<file path="src/rtl/random_target_timer.sv">
`default_nettype none
// ============================================================================
//  Module   : random_target_timer
//  Purpose  : Schedules reaction-game target events from an LFSR word. Each
//             event fires after a random delay, waits for a player ack and
//             is scored as a hit or a miss in saturating counters.
//  Revision : 1.0  initial release
// ----------------------------------------------------------------------------
//  Ports
//    clk          in   1   clock, all state changes on posedge
//    reset        in   1   asynchronous active-low reset
//    rnd          in  16   LFSR word, sampled only on the IDLE->WAIT edge
//    enable       in   1   run request
//    level        in   3   right-shift applied to the random delay field
//    ack          in   1   player response (already synchronised)
//    clear        in   1   synchronous clear of hits/misses (wins over incr)
//    fire         out  1   target active
//    busy         out  1   FSM not idle
//    false_start  out  1   one-cycle pulse: ack arrived while waiting
//    hits         out  8   saturating hit counter
//    misses       out  8   saturating miss counter
// ============================================================================
module random_target_timer #(
    parameter int DELAY_W   = 10,
    parameter int MIN_DELAY = 4,
    parameter int TIMEOUT   = 50,
    parameter int COOLDOWN  = 8
) (
    input  logic        clk,
    input  logic        reset,
    input  logic [15:0] rnd,
    input  logic        enable,
    input  logic [2:0]  level,
    input  logic        ack,
    input  logic        clear,
    output logic        fire,
    output logic        busy,
    output logic        false_start,
    output logic [7:0]  hits,
    output logic [7:0]  misses
);

    localparam int D_W   = DELAY_W + 1;
    localparam int T_W   = $clog2(TIMEOUT + 1);
    localparam int C_W   = $clog2(COOLDOWN + 1);
    localparam int TC_W  = (T_W > C_W) ? T_W : C_W;
    // One counter is shared by the WAIT delay, FIRE timeout and COOL phases.
    localparam int CNT_W = (D_W > TC_W) ? D_W : TC_W;

    typedef enum logic [1:0] {
        S_IDLE = 2'd0,
        S_WAIT = 2'd1,
        S_FIRE = 2'd2,
        S_COOL = 2'd3
    } state_t;

    state_t             r_state;
    state_t             w_state_nx;
    logic [CNT_W-1:0]   r_cnt;
    logic [CNT_W-1:0]   w_cnt_nx;
    logic               r_false_start;
    logic               w_false_start_nx;
    logic [7:0]         r_hits;
    logic [7:0]         r_misses;
    logic [7:0]         w_hits_nx;
    logic [7:0]         w_misses_nx;
    logic               w_hit;
    logic               w_miss;
    logic [D_W-1:0]     w_delay;

    // Upper LFSR bits are not part of the delay field.
    generate
        if (DELAY_W < 16) begin : g_rnd_unused
            logic w_unused_rnd;
            assign w_unused_rnd = ^rnd[15:DELAY_W];
        end
    endgenerate

    // Extra top bit keeps MIN_DELAY + max field from overflowing.
    assign w_delay = D_W'(MIN_DELAY) + ({1'b0, rnd[DELAY_W-1:0]} >> level);

    always_comb begin
        w_state_nx       = r_state;
        w_cnt_nx         = r_cnt;
        w_false_start_nx = 1'b0;
        w_hit            = 1'b0;
        w_miss           = 1'b0;
        case (r_state)
            S_IDLE: begin
                if (enable) begin
                    w_cnt_nx   = CNT_W'(w_delay);
                    w_state_nx = S_WAIT;
                end
            end
            S_WAIT: begin
                if (!enable) begin
                    w_cnt_nx   = '0;
                    w_state_nx = S_IDLE;
                end else if (ack) begin
                    w_false_start_nx = 1'b1;
                    w_miss           = 1'b1;
                    w_cnt_nx         = CNT_W'(COOLDOWN);
                    w_state_nx       = S_COOL;
                end else if (r_cnt == CNT_W'(1)) begin
                    // Timeout counter starts from zero on FIRE entry.
                    w_cnt_nx   = '0;
                    w_state_nx = S_FIRE;
                end else begin
                    w_cnt_nx = r_cnt - CNT_W'(1);
                end
            end
            S_FIRE: begin
                // enable is deliberately ignored: a fired target is always scored.
                if (ack) begin
                    w_hit      = 1'b1;
                    w_cnt_nx   = CNT_W'(COOLDOWN);
                    w_state_nx = S_COOL;
                end else if (r_cnt == CNT_W'(TIMEOUT - 1)) begin
                    w_miss     = 1'b1;
                    w_cnt_nx   = CNT_W'(COOLDOWN);
                    w_state_nx = S_COOL;
                end else begin
                    w_cnt_nx = r_cnt + CNT_W'(1);
                end
            end
            S_COOL: begin
                // Counts COOLDOWN cycles down to zero, then leaves on the next edge.
                if (!enable || (r_cnt == '0)) begin
                    w_cnt_nx   = '0;
                    w_state_nx = S_IDLE;
                end else begin
                    w_cnt_nx = r_cnt - CNT_W'(1);
                end
            end
            default: begin
                w_cnt_nx   = '0;
                w_state_nx = S_IDLE;
            end
        endcase
    end

    always_comb begin
        w_hits_nx   = r_hits;
        w_misses_nx = r_misses;
        if (clear) begin
            w_hits_nx   = '0;
            w_misses_nx = '0;
        end else begin
            if (w_hit && (r_hits != 8'hFF)) begin
                w_hits_nx = r_hits + 8'd1;
            end
            if (w_miss && (r_misses != 8'hFF)) begin
                w_misses_nx = r_misses + 8'd1;
            end
        end
    end

    always_ff @(posedge clk or negedge reset) begin
        if (!reset) begin
            r_state       <= S_IDLE;
            r_cnt         <= '0;
            r_false_start <= 1'b0;
            r_hits        <= '0;
            r_misses      <= '0;
        end else begin
            r_state       <= w_state_nx;
            r_cnt         <= w_cnt_nx;
            r_false_start <= w_false_start_nx;
            r_hits        <= w_hits_nx;
            r_misses      <= w_misses_nx;
        end
    end

    assign fire        = (r_state == S_FIRE);
    assign busy        = (r_state != S_IDLE);
    assign false_start = r_false_start;
    assign hits        = r_hits;
    assign misses      = r_misses;

endmodule
`default_nettype wire

</file>
<file path="config.mk">
export PLATFORM = sky130hd
export DESIGN_NAME = random_target_timer
export DESIGN_NICKNAME = d
export VERILOG_FILES = /design/src/rtl/random_target_timer.sv
export SDC_FILE = /design/constraint.sdc
export NUM_CORES = 1
export LEC_CHECK = 0
export CORE_ASPECT_RATIO = 2
export CORE_UTILIZATION = 49
export CTS_CLUSTER_DIAMETER = 120
export DETAILED_ROUTE_END_ITERATION = 10
export GPL_TIMING_DRIVEN = 0
export PLACE_DENSITY = 0.77
export RECOVER_POWER = 25
export SETUP_SLACK_MARGIN = 0.3
export SYNTH_ARGS = -nofsm -noshare
export SYNTH_HDL_FRONTEND = slang
export SYNTH_SLANG_ARGS = --single-unit
</file>
<file path="constraint.sdc">
create_clock -name clk -period 2.2 [get_ports clk]
set_input_delay 0.44 -clock clk [delete_from_list [all_inputs] [get_ports clk]]
set_output_delay 0.44 -clock clk [all_outputs]
set_load 0.05 [all_outputs]
</file>
== After elaboration in Yosys (flattened, before gate mapping) ==
Index checks and enable logic that the tools add are counted.

* Bits in registers: 30
* Bits of input ports: 24
* Logic and storage cells: 59

* Add/sub/neg operators: 5
* Equality and inequality tests: 11
* Shifts and indexed selects: 1
* Mux-type cells: 27
* Reductions and logical operators: 10

{| class="wikitable"
|+ Operator list
! kind !! number
|-
| two-way mux 11 bit || 7
|-
| one-hot mux 11 bit (4 select lines) || 1
|-
| two-way mux 8 bit || 4
|-
| adder 8 x 1 -> 8 bit (second input constant) || 2
|-
| inequality test 8 bit (second input constant) || 2
|-
| two-way mux 2 bit || 7
|-
| adder 11 x 1 -> 11 bit (second input constant) || 1
|-
| adder 3 x 11 -> 11 bit (first input constant) || 1
|-
| equality test 11 x 1 -> 1 bit (second input constant) || 1
|-
| equality test 11 x 6 -> 1 bit (second input constant) || 1
|-
| zero test 11 bit || 1
|-
| right shift 10 x 3 -> 11 bit || 1
|-
| subtractor 11 x 1 -> 11 bit (second input constant) || 1
|-
| one-hot mux 2 bit (4 select lines) || 1
|-
| two-way mux 1 bit || 6
|-
| nonzero test 2 bit || 3
|-
| equality test 2 bit (second input constant) || 2
|-
| inequality test 2 bit (second input constant) || 2
|-
| inequality test 4 bit (second input constant) || 1
|-
| AND reduction 4 bit || 1
|-
| inequality test 3 x 2 -> 1 bit (second input constant) || 1
|-
| equality test 2 x 1 -> 1 bit (second input constant) || 1
|-
| logical AND 1 bit || 2
|-
| zero test 2 bit || 1
|-
| other kinds (3) || 3
|}

== Longest topological paths before layout ==
Gate-level depths: netlist (run 1).

* Depth after elaboration: 7
* Gate-level depth with buffers: 11
* Depth with buffers taken out: 10

== Worst setup path before layout (run 1) ==
OpenSTA, ideal clock, no wires.

* Path kind: input to register
* From: in level[1]
* To: reg r_cnt[6]
* Arrival time: 2.335 ns
* Setup slack: -0.259 ns
* Cell stages on the path: 9
* Path buffers: 1
* Path through: buf_2 -> mux2_2 -> mux4_2 -> ha_1 -> nand2_1 -> o221ai_1 -> mux2i_1 -> nor3_1 -> a211o_1

* Longest elaborated chain between the ends: 4

{| class="wikitable"
|+ Ends and longest elaborated chain
! item !! RTL line !! source
|-
| start, declared || 33 || <nowiki>input logic [2:0] level,</nowiki>
|-
| right shift 10 x 3 -> 11 bit || 80 || <nowiki>assign w_delay = D_W'(MIN_DELAY) + ({1'b0, rnd[DELAY_W-1:0]} >> level);</nowiki>
|-
| adder 3 x 11 -> 11 bit || 80 ||
|-
| two-way mux 11 bit || 90 || <nowiki>if (enable) begin</nowiki>
|-
| one-hot mux 11 bit (4 select lines) || 88 || <nowiki>case (r_state)</nowiki>
|-
| end signal, assigned || 167 || <nowiki>r_cnt <= w_cnt_nx;</nowiki>
|-
| end, declared || 59 || <nowiki>logic [CNT_W-1:0] r_cnt;</nowiki>
|}

Every way passes these cells. The select of a mux whose other input is x is not followed.
A chain may end at the register's enable or synchronous reset.

== Worst setup path in the final report (run 1) ==
* From: in level[0]
* To: reg r_cnt[7]

The elaborated chain is that of the path after synthesis.

==> results of run 1 <==
==> power by group through the flow <==
stage / clock network (uW) / registers (uW) / logic [uW]
2_1_floorplan: 0 / 801 / 1230
3_3_place_gp: 0 / 798 / 1640
3_5_place_dp: 0 / 801 / 1670
4_1_cts: 450 / 814 / 2180
5_1_grt: 479 / 837 / 2600
6_report: 454 / 828 / 2430
==> registers in the layout (all words and copies together), names as in the netlist, named ones only <==
register and count:
false_start 1, hits 8, misses 8, r_cnt 11
r_state 1
==> layout make-up <==
| type | count | area, um2 |
|---|---|---|
| inverter | 15 | 58.8 |
| fill | 387 | 1420 |
| timing repair buffer | 66 | 568 |
| multi-input combinational | 257 | 2050 |
| buffer | 17 | 128 |
| sequential | 30 | 757 |
| tap | 58 | 72.6 |
| clock buffer | 6 | 82.6 |
==> metrics by stage <==
stage / util, % / power (uW) / hold slack [ns] / instances
after floorplan: - / 2030 / 0.144 / 319
after global placement: 60.8 / 2440 / 0.537 / 410
after detailed placement: 60.8 / 2470 / 0.549 / 410
after CTS: 69.6 / 3440 / 0.494 / 439
after global routing: 72.4 / 3920 / 0.557 / 449
final: 72.4 / 3710 / 0.514 / 449
==> Yosys cell counts (3+ instances only) <==
cell type  number  share of area, %
clkbuf_1       10               1.4
and4_1          4               1.3
a41oi_1         3               1.0
xnor2_1        13               4.3
nor3_1         10               1.9
and3_1          3              0.71
nand2b_1        8               1.9
mux2_2          7               3.0
xor2_1         12               4.0
nand2_1        30               4.3
a22oi_1         3              0.86
a211oi_1        3              0.86
dfrtp_1        30                29
inv_1          15               2.1
ha_1           12               5.7
nand3_1        13               2.5
buf_1           4              0.57
nor2b_1         3              0.71
a21oi_1        20               3.8
nor2_1         35               5.0
nor4_1          4              0.95
mux2i_1        12               4.6
o21ai_0        18               3.4
nand4_1         4              0.95
a31oi_1         5               1.2
or3_1           3              0.71
==> final timing paths <==
kind,from,end,slack (ns),depth (start not counted)
max in group asynchronous,reset,r_cnt[0],0.56,1
min in group asynchronous,reset,hits[5],0.57,1
worst max register to register,r_cnt[7],misses[4],-0.03,7
worst min register to register,hits[5],hits[5],0.56,2
worst min-delay path,clear,hits[7],0.51,2
worst max-delay path,level[0],r_cnt[7],-0.03,9
==> cells by family (layout without fill, tap and decap cells) <==
logic type	count (synthesis)	in the layout	share of synthesized area [%]
compound gates	75	75	19.1
xor+xnor	25	25	8.33
fa+ha+maj	12	12	5.71
buf+inv	32	104	4.95
flops	30	30	28.6
mux	21	21	9.29
simple gates	124	124	24.0
==> repair_timing <==
action                                  in CTS  in global routing
setup buffers                               23                 10
pin swaps                                   29                 24
hold buffers                                 0                  0
resized for setup                          130                 19
endpoints found under the setup margin      39                 26
==> worst max-delay path, delay by kind of cell <==
kind / cells / cell delay [ns]
buffers and inverters: 3 / 0.36
AND/OR/NAND/NOR: 3 / 0.67
AO/OA/AOI/OAI: 3 / 0.96
==> metal layers <==
| layer | up-vias | share of wire (%) |
|---|---|---|
| met3 | 55 | 4.4 |
| met1 | 1369 | 33 |
| li1 | 1306 | - |
| met4 | 0 | 8.7 |
| met2 | 119 | 54 |
| met5 | - | 0 |
==> cell usage in the layout, fill, tap and decap left out, drive strengths merged, types with 3 or more instances in the layout <==
cell           Yosys  layout
nand2             30      30
xor2              12      12
or3                3       3
a41oi              3       3
nor3              10      10
a21oi             20      20
nand4              4       4
nor2b              3       3
nand3             13      13
and3               3       3
ha                12      12
dfrtp             30      30
nor2              35      35
and4               4       4
nand2b             8       8
a22oi              3       3
clkbuf            10      16
a211oi             3       3
a31oi              5       5
mux2               7       7
xnor2             13      13
o221ai             3       3
dlygate4sd2        0      17
o21ai             18      18
buf                7      51
inv               15      15
mux2i             12      12
clkdlybuf4s50      0       4
nor4               6       6
==> results.tsv, run 1 <==
stage	metric	value	unit
status	status	finished with violations	
status	failing checks	capacitance limit, slew limit, setup timing	
route	DRT iter0 DRCs	102	
yosys	predominant post-synthesis flop cell	dfrtp_1	
timing	Final Max Slew Viols	31	
route	Vias/cell	6.35	
placed_design	PortBufs	33	
layout	fraction of layout cells with a size suffix above 1	32.2	%
die	Initial Util	51.1	%
yosys	Gate Count Post-Synth	319	
pwr	pwr dens	999	mW/mm2
die	Site Rows	37	
layout	design area	0.00372	mm2
critical_path	slowest CP cell	a2111oi_1	
die	CORE AREA	0.00514	mm2
timing	Slew @ Worst Pin	1.65	ns
cts	TritonCTS clock tree	done	
global_route	met1 global-route usage	28.7	%
global_route	GR Layer Usage met2	56.5	%
pwr	switching power	1760	uW
critical_path	critical path class	input port to flip-flop	
flow_run	Max-cap violations	1	
critical_path	worst-path fanout max	4	
route	drt pass-1 iters	5	
timing	Tcrit/Tclk final	101	%
global_route	largest net degree at the start of global routing	31	
hold_path	Hold Path Class	input port to flip-flop	
timing	Finish-stage setup viols	4	
timing	final hold vios	0	
cts	CTS Root Cell	clkbuf_8	
pwr	Pleak	0.00163	uW
layout	Final #Nets	428	
cts	clock buffers created by TritonCTS	5	
timing	slew margin rel.	-10.1	%
cts	clk buf depth	2	
placed_design	dpl hpwl	5530	um
global_route	GRT Util Overall	31.9	%
yosys	Post-Syn Area	0.00263	mm2
yosys	FFs w/ async S/R, synth	100	%
critical_path	crit path DAT	2.42	ns
route	DRT Wirelength	8510	um
timing	crit path time final	2.23	ns
global_route	vias in the first global route	2873	
yosys	Yosys warnings	0	
die	# IOs	43	
placed_design	DP Area	0.00313	mm2
critical_path	CP dominant cell by count	nor4_1	
die	Die W	53.8	um
route	Routed WL per cell	18.9	um
yosys	sequential cell area fraction in the yosys report	28.6	%
pwr	maximum vdd drop	674	uV
critical_path	Critical Path RT	2.39	ns
critical_path	CP Cell Sequence	buf_2, buf_6, buf_4, nand2_1, a2111oi_1, a22oi_1, nor4_1, a311oi_1, nor4_1	
route	# DRC	0	
die	DIE HEIGHT	106	um
pwr	Pint	1950	uW
cts	worst skew pair latency	0.29	ns
timing	unrepaired setup endpoints after global routing	true	
global_route	peak-usage layer in the global routing report	met2	
yosys	mean post-synth cell area	8.24	um2
placed_design	pre-CTS setup slack	-0.722	ns
critical_path	CP max stage delay	0.53	ns
yosys	EDFF count, synth	0	
yosys	Synth cell types	52	
yosys	synthesis-stage register bit count	30	
critical_path	Critical Path Source Type	input port	
timing	slack of the critical path	-0.0311	ns
die	DIE AREA	0.00568	mm2
timing	Fin Setup TNS	-0.0877	ns
global_route	initial antenna violation count	0	
yosys	Syn Nets	355	
layout	Layout area overhead	41.5	%
cts	CTS Sinks	30	
timing	Achievable Freq	448	MHz
cts	clock transition time at the flip-flop clock pins of the worst setup and hold paths	0.07	ns
pwr	Clock Power Share	12.2	%
placed_design	GP Congestion	0.951	
cts	H-tree depth	2	
route	vias	2849	
timing	Clock Skew	0.00922	ns
pwr	Combinational Power Share	65.5	%
pwr	part of the power in registers	22.3	%
global_route	met3 usage in global routing	5.48	%
critical_path	crit path capture type	flip-flop	
pwr	Sw Ratio	47.4	%
global_route	first-pass GRT wire length	13100	um
layout	antenna cells	0	
global_route	total gr overflow	0	
route	antenna-violating nets left	0	
(Power assumes the default switching activity.)
==> run 2, diff against run 1 <==
--- a/config.mk
+++ b/config.mk
@@ -6,11 +6,11 @@
 export NUM_CORES = 1
 export LEC_CHECK = 0
 export CORE_ASPECT_RATIO = 2
-export CORE_UTILIZATION = 49
+export CORE_UTILIZATION = 52
 export CTS_CLUSTER_DIAMETER = 120
 export DETAILED_ROUTE_END_ITERATION = 10
 export GPL_TIMING_DRIVEN = 0
-export PLACE_DENSITY = 0.77
+export PLACE_DENSITY = 0.78
 export RECOVER_POWER = 25
 export SETUP_SLACK_MARGIN = 0.3
 export SYNTH_ARGS = -nofsm -noshare
==> constraint.sdc (replaced) <==
create_clock -name clk -period 2.45 [get_ports clk]
set_input_delay 0.49 -clock clk [delete_from_list [all_inputs] [get_ports clk]]
set_output_delay 0.49 -clock clk [all_outputs]
set_load 0.05 [all_outputs]
==> run 2 against run 1 <==
  * The run ends with capacitance limit, slew limit left
  * Sequential power decreased by 13%
  * First-iteration DRC count increased by 21%
  * Critical path depth shrank 3
  * Final cell count decreased by 3.3%
  * Largest cell class unchanged
==> results.tsv, run 2 (synthesis results as in run 1) <==
stage	metric	value	unit	change
critical_path	slowest CP cell	or4_4		
route	antenna-violating nets left	0		unchanged
critical_path	CP Cell Sequence	buf_6, or4_4, nor4_4, o221ai_4, or3_4, a21oi_2		
timing	unrepaired setup endpoints after global routing	true		
critical_path	Critical Path RT	2.66	ns	+0.27 ns
route	met3 wire len	312	um	-16%
global_route	GRT Util Overall	30.5	%	-1.4 points
timing	Achievable Freq	451	MHz	
layout	Multi-input gate area	0.00205	mm2	-0.24%
layout	Layout area overhead	34.9	%	
layout	commonest non-fill, non-tap cell in the layout	nor2_1		
route	detailed route wirelength on metal2	4450	um	-3.7%
layout	Top reg by flops	r_cnt		
pwr	Total Power	2970	uW	-20%
route	Post-Route M1 WL	2550	um	-8.0%
cts	CTS Sinks	30		unchanged
layout	most frequent cells in the layout	nor2_1, dfrtp_1, nand2_1, clkdlybuf4s50_1, a21oi_1		
timing	slew margin rel.	-7.97	%	+2.1 points
route	Max Used Layer	met4		
flow_run	Max-cap violations	1		unchanged
timing	Finish-stage setup viols	0		-4
global_route	initial antenna violation count	0		unchanged
die	Die W	52.3	um	-2.8%
die	# IOs	43		unchanged
cts	worst skew pair latency	0.28	ns	about the same
layout	antenna cells	0		unchanged
critical_path	critical path class	flip-flop to flip-flop		
timing	Final Max Slew Viols	31		unchanged
critical_path	CP top delay family	simple AND/OR/NAND/NOR gates		
critical_path	CP max stage delay	0.56	ns	+0.03 ns
status	status	finished with violations		
global_route	total gr overflow	0		unchanged
cts	TritonCTS clock tree	done		
placed_design	GP Congestion	0.938		-1.4%
placed_design	dpl hpwl	5490	um	-0.76%
route	drt pass-1 iters	4		-1
route	DRT Wirelength	7970	um	-6.3%
global_route	largest net degree at the start of global routing	31		unchanged
die	CORE AREA	0.00486	mm2	-5.3%
placed_design	DP Area	0.00307	mm2	-1.8%
pwr	pwr dens	838	mW/mm2	-16%
critical_path	worst path bufs/invs	1		-2
timing	Slew @ Worst Pin	1.62	ns	-0.0321 ns
route	Routed WL per cell	18.4	um	-3.0%
status	failing checks	capacitance limit, slew limit		
critical_path	crit path capture type	flip-flop		
route	vias	2756		-3.3%
critical_path	worst-path fanout max	6		+2
pwr	Pleak	0.00146	uW	-11%
layout	fraction of layout cells with a size suffix above 1	26.0	%	-6.2 points
pwr	maximum vdd drop	464	uV	-31%
route	Vias/cell	6.35		about the same
placed_design	PortBufs	33		unchanged
route	# DRC	0		unchanged
layout	design area	0.00354	mm2	-4.7%
critical_path	CP startpoint	r_cnt[7]		
layout	max reg flops	11		unchanged
layout	FILL cells	349		-9.8%
critical_path	Critical Path Source Type	flip-flop		
route	DRT iter0 DRCs	123		+21%
global_route	first-pass GRT wire length	12100	um	-7.8%
cts	clk buf depth	2		unchanged
global_route	vias in the first global route	2716		-5.5%
timing	crit path time final	2.22	ns	
layout	Reg area	752	um2	-0.66%
timing	final hold vios	0		unchanged
layout	Final #Nets	413		-3.5%
die	DIE AREA	0.00536	mm2	-5.6%
hold_path	Hold Path Class	flip-flop to flip-flop		
critical_path	Reg-to-Reg Start	r_cnt[7]		
hold_path	hold_sp	hits[5]		
die	Initial Util	54.0	%	+2.9 points
timing	Clock Skew	0.00785	ns	-0.00137 ns
cts	clock buffers created by TritonCTS	5		unchanged
critical_path	crit path DAT	2.43	ns	about the same
die	Site Rows	36		-2.7%
cts	clock transition time at the flip-flop clock pins of the worst setup and hold paths	0.06	ns	about the same
cts	CTS Root Cell	clkbuf_8		
timing	slack of the critical path	0.232	ns	+0.263 ns
placed_design	pre-CTS setup slack	-0.602	ns	+0.121 ns
die	DIE HEIGHT	103	um	-2.9%
cts	H-tree depth	2		unchanged
timing	Tcrit/Tclk final	90.5	%	
## run 2: cell types whose count changed in the layout (fill, tap and decap cells not counted), moves of 3 or more
cell and delta:
dfrtp_1 +4, clkbuf_2 +5, dfrtp_2 -4, buf_4 -3, clkbuf_1 +4, clkdlybuf4s50_1 +17, buf_6 -8, buf_2 -9
dlygate4sd2_1 -17, o21ai_0 +4
## run 2: final cells by class
cell class / instances / share of cell area, %
Timing Repair Buffer: 51 / 11.7
Tap cell: 57 / 2.01
Sequential cell: 30 / 21.2
Multi-Input combinational cell: 257 / 57.8
Buffer: 17 / 3.60
Inverter: 15 / 1.59
Clock buffer: 7 / 2.15
## run 2: final timing paths
path	slack [ns]	endpoint	depth (start not counted)
hold reg to reg	0.57	hits[5]	2
setup reg to reg	0.23	misses[3]	6
min in group asynchronous	0.61	hits[1]	1
max in group asynchronous	0.78	r_cnt[5]	1
setup / recovery	0.23	misses[3]	6
hold / removal	0.57	hits[5]	2
## run 2: where the power goes
group / switching (uW) / internal (uW)
Sequential: 124 / 599
Clock: 186 / 195
Combinational: 1120 / 741
## run 2: what timing repair did
action                                 CTS  global route
resized for setup                       58            61
setup buffers                            9             9
pin swaps                               13            25
endpoints found under the hold margin    0             0
hold buffers                             0             0
setup endpoints to repair               20            23
## run 2: per-layer routing
| metal | global-route usage, % | vias up |
|---|---|---|
| li1 | - | 1266 |
| met1 | 25.5 | 1298 |
| met2 | 59.1 | 138 |
| met3 | 4.13 | 54 |
| met4 | 24.9 | 0 |
| met5 | 0 | - |
## run 2: per-stage QoR
stage | util, % | hold slack [ns] | instances | TNS, ns
after floorplan | - | 0.194 | 319 | 0
after global placement | 63.1 | 0.538 | 409 | -2.50
after global routing | 72.8 | 0.583 | 434 | 0
final | 72.8 | 0.570 | 434 | 0
after CTS | 69.0 | 0.560 | 425 | 0
after detailed placement | 63.1 | 0.544 | 409 | -2.76
## run 2: tightest hold or removal path, delay by kind of cell (launching register included)
kind / cells / cell delay, ns
AND/OR/NAND/NOR: 1 / 0.08
XOR/XNOR: 1 / 0.08
flip-flops: 1 / 0.37
==> run 3, diff against run 2 <==
--- a/config.mk
+++ b/config.mk
@@ -6,13 +6,14 @@
 export NUM_CORES = 1
 export LEC_CHECK = 0
 export CORE_ASPECT_RATIO = 2
-export CORE_UTILIZATION = 52
+export CORE_UTILIZATION = 49
 export CTS_CLUSTER_DIAMETER = 120
 export DETAILED_ROUTE_END_ITERATION = 10
 export GPL_TIMING_DRIVEN = 0
-export PLACE_DENSITY = 0.78
+export PLACE_DENSITY = 0.77
 export RECOVER_POWER = 25
 export SETUP_SLACK_MARGIN = 0.3
+export SLEW_MARGIN = 30
 export SYNTH_ARGS = -nofsm -noshare
 export SYNTH_HDL_FRONTEND = slang
 export SYNTH_SLANG_ARGS = --single-unit
==> constraint.sdc (replaced) <==
create_clock -name clk -period 1.85 [get_ports clk]
set_input_delay 0.37 -clock clk [delete_from_list [all_inputs] [get_ports clk]]
set_output_delay 0.37 -clock clk [all_outputs]
set_load 0.05 [all_outputs]
==> run 3 against run 2 <==
  * The run ends with setup timing left
  * Register-to-register slack worse by 0.55 ns
  * Non-clock buffer count rose by 16
  * Combinational power increased by 67%
  * Fmax rose by 2.5%
  * Sequential cell count is the same
  * Via count is 3.1% higher
  * First-iteration DRC count is 15% lower
  * Count of clock-buffer cells in the layout did not move
  * Critical endpoint is now r_cnt[6]
  * Largest power group unchanged
==> results.tsv, run 3 (synthesis results as in run 1) <==
stage	metric	value	unit	change
status	status	finished with violations		
status	failing checks	setup timing		
route	DRT Wirelength	8760	um	+9.9%
route	vias	2842		+3.1%
cts	CTS Sinks	30		unchanged
cts	clock transition time at the flip-flop clock pins of the worst setup and hold paths	0.07	ns	about the same
global_route	met1 global-route usage	27.0	%	+1.5 points
critical_path	CP Cell Sequence	buf_8, nor4_4, buf_4, a41oi_4, a21o_4, a221oi_2, nor3_1, a211o_1		
die	DIE HEIGHT	106	um	+3.0%
route	antenna-violating nets left	0		unchanged
critical_path	CP max stage delay	0.40	ns	-0.16 ns
critical_path	Critical Path RT	2.02	ns	-0.64 ns
global_route	GRT Util Overall	31.2	%	+0.72 points
timing	Tcrit/Tclk final	117	%	+26 points
critical_path	slowest CP cell	dfrtp_1		
layout	Reg area	764	um2	+1.7%
timing	final hold vios	0		unchanged
die	Initial Util	51.1	%	-2.9 points
layout	Top reg by flops	r_cnt		
placed_design	dpl hpwl	5630	um	+2.6%
layout	Final #Nets	429		+3.9%
route	Routed WL per cell	19.4	um	+5.5%
global_route	first-pass GRT wire length	12800	um	+6.1%
layout	Multi-input gate area	0.00218	mm2	+6.7%
die	# IOs	43		unchanged
critical_path	CP startpoint	r_cnt[6]		
timing	Finish-stage setup viols	21		+21
placed_design	pre-CTS setup slack	-1.03	ns	-0.424 ns
layout	most frequent cells in the layout	nor2_1, nand2_1, buf_4, dfrtp_1, clkdlybuf4s15_2		
critical_path	critical path class	flip-flop to flip-flop		
pwr	Pleak	0.00159	uW	+8.6%
global_route	vias in the first global route	2790		+2.7%
timing	slack of the critical path	-0.314	ns	-0.546 ns
critical_path	R2R Setup Slk	-0.31	ns	-0.55 ns
cts	clk buf depth	2		unchanged
global_route	largest net degree at the start of global routing	31		unchanged
critical_path	Critical Path Sink	r_cnt[6]		
timing	unrepaired setup endpoints after global routing	true		
layout	commonest non-fill, non-tap cell in the layout	nor2_1		
critical_path	crit path capture type	flip-flop		
route	DRT iter0 DRCs	104		-15%
timing	Achievable Freq	462	MHz	+2.5%
cts	TritonCTS clock tree	done		
die	DIE AREA	0.00568	mm2	+5.9%
route	# DRC	0		unchanged
placed_design	PortBufs	33		unchanged
die	CORE AREA	0.00514	mm2	+5.6%
timing	Slew @ Worst Pin	0.797	ns	-0.822 ns
hold_path	Hold Path Class	input port to asynchronous set/reset pin		
timing	Final Max Slew Viols	0		-100%
critical_path	Critical Path Source Type	flip-flop		
critical_path	worst-path fanout max	7		+1
pwr	maximum vdd drop	989	uV	+110%
cts	worst skew pair latency	0.30	ns	+0.02 ns
global_route	peak-usage layer in the global routing report	met2		
route	drt pass-1 iters	4		unchanged
pwr	pwr dens	1180	mW/mm2	+40%
cts	clock buffers created by TritonCTS	5		unchanged
global_route	met3 usage in global routing	5.92	%	+1.8 points
route	Vias/cell	6.29		-0.99%
layout	antenna cells	0		unchanged
global_route	initial antenna violation count	0		unchanged
die	Die W	53.8	um	+2.9%
layout	fraction of layout cells with a size suffix above 1	42.6	%	+17 points
layout	max reg flops	11		unchanged
die	Site Rows	37		+2.8%
critical_path	worst reg2reg path depth	8		+2
cts	H-tree depth	2		unchanged
placed_design	GP Congestion	0.894		-4.7%
timing	slew margin rel.	46.8	%	+55 points
cts	CTS Root Cell	clkbuf_8		
layout	Layout area overhead	50.2	%	
timing	crit path time final	2.16	ns	-0.0539 ns
critical_path	r2r endpoint	r_cnt[6]		
timing	hold slack	0.147	ns	-0.423 ns
flow_run	Max-cap violations	0		-1
timing	Clock Skew	0.00852	ns	+0.000675 ns
critical_path	crit path DAT	2.33	ns	-0.10 ns
global_route	GR Layer Usage met2	55.3	%	-3.8 points
layout	FILL cells	331		-5.2%
global_route	total gr overflow	0		unchanged
critical_path	Reg-to-Reg Start	r_cnt[6]		
run 3: cell types whose count changed in the layout (fill, tap and decap cells not counted), moves of 5 or more:
| cell | change |
|---|---|
| clkdlybuf4s50_1 | -18 |
| clkdlybuf4s15_2 | +15 |
| dfrtp_1 | -10 |
| dfrtp_2 | +10 |
| buf_6 | +9 |
| a21oi_1 | -5 |
| a21oi_2 | +5 |
run 3: layout make-up:
cell class | instances | area share, %
Tap cell | 58 | 1.84
Timing Repair Buffer | 67 | 16.0
Clock buffer | 7 | 2.19
Multi-Input combinational cell | 257 | 55.3
Clock inverter | 1 | 0.127
Sequential cell | 30 | 19.4
Buffer | 17 | 3.49
Inverter | 15 | 1.65
run 3: worst min path at each step:
stage | endpoint | slack (ns)
after detailed placement | asynchronous set/reset pin | 0.45
after CTS | misses[6] | 0.14
after global placement | hits[5] | 0.54
final | hits[3] | 0.15
after global routing | hits[3] | 0.21
after floorplan | asynchronous set/reset pin | 0.07
run 3: metrics by stage:
step / total power [uW] / util, % / cells / setup TNS (ns) / area, um2
floorplan: 2620 / - / 319 / -1.38 / 2880
global placement: 3130 / 63.9 / 410 / -14.34 / 3280
detailed placement: 3160 / 63.8 / 410 / -10.17 / 3280
CTS: 4080 / 71.4 / 437 / -3.94 / 3670
global route: 4880 / 76.8 / 452 / -6.13 / 3950
finish: 4640 / 76.8 / 452 / -4.42 / 3950
run 3: metal layers:
metal | share of wire, % | wire length, um
met2 | 57 | 4950
met5 | 0 | 0
met1 | 32 | 2780
met4 | 7.3 | 640
met3 | 4.5 | 390
run 3: power breakdown:
group | internal, uW | total (uW) | switching (uW)
Sequential | 801 | 974 | 172
Clock | 300 | 574 | 274
Combinational | 1350 | 3100 | 1740
Total | 2450 | 4640 | 2190
run 3: worst max-delay path: cells and delay by family (launching register included):
kind / cells / cell delay [ns]
compound gates: 4 / 0.91
flops: 1 / 0.40
buf+inv: 2 / 0.33
simple gates: 2 / 0.40
run 3: repair_timing:
item	4_1_cts	5_1_grt
gates resized for setup	134	48
pin swaps	26	24
setup buffers	19	15
hold buffers	0	0
setup endpoints to repair	45	34
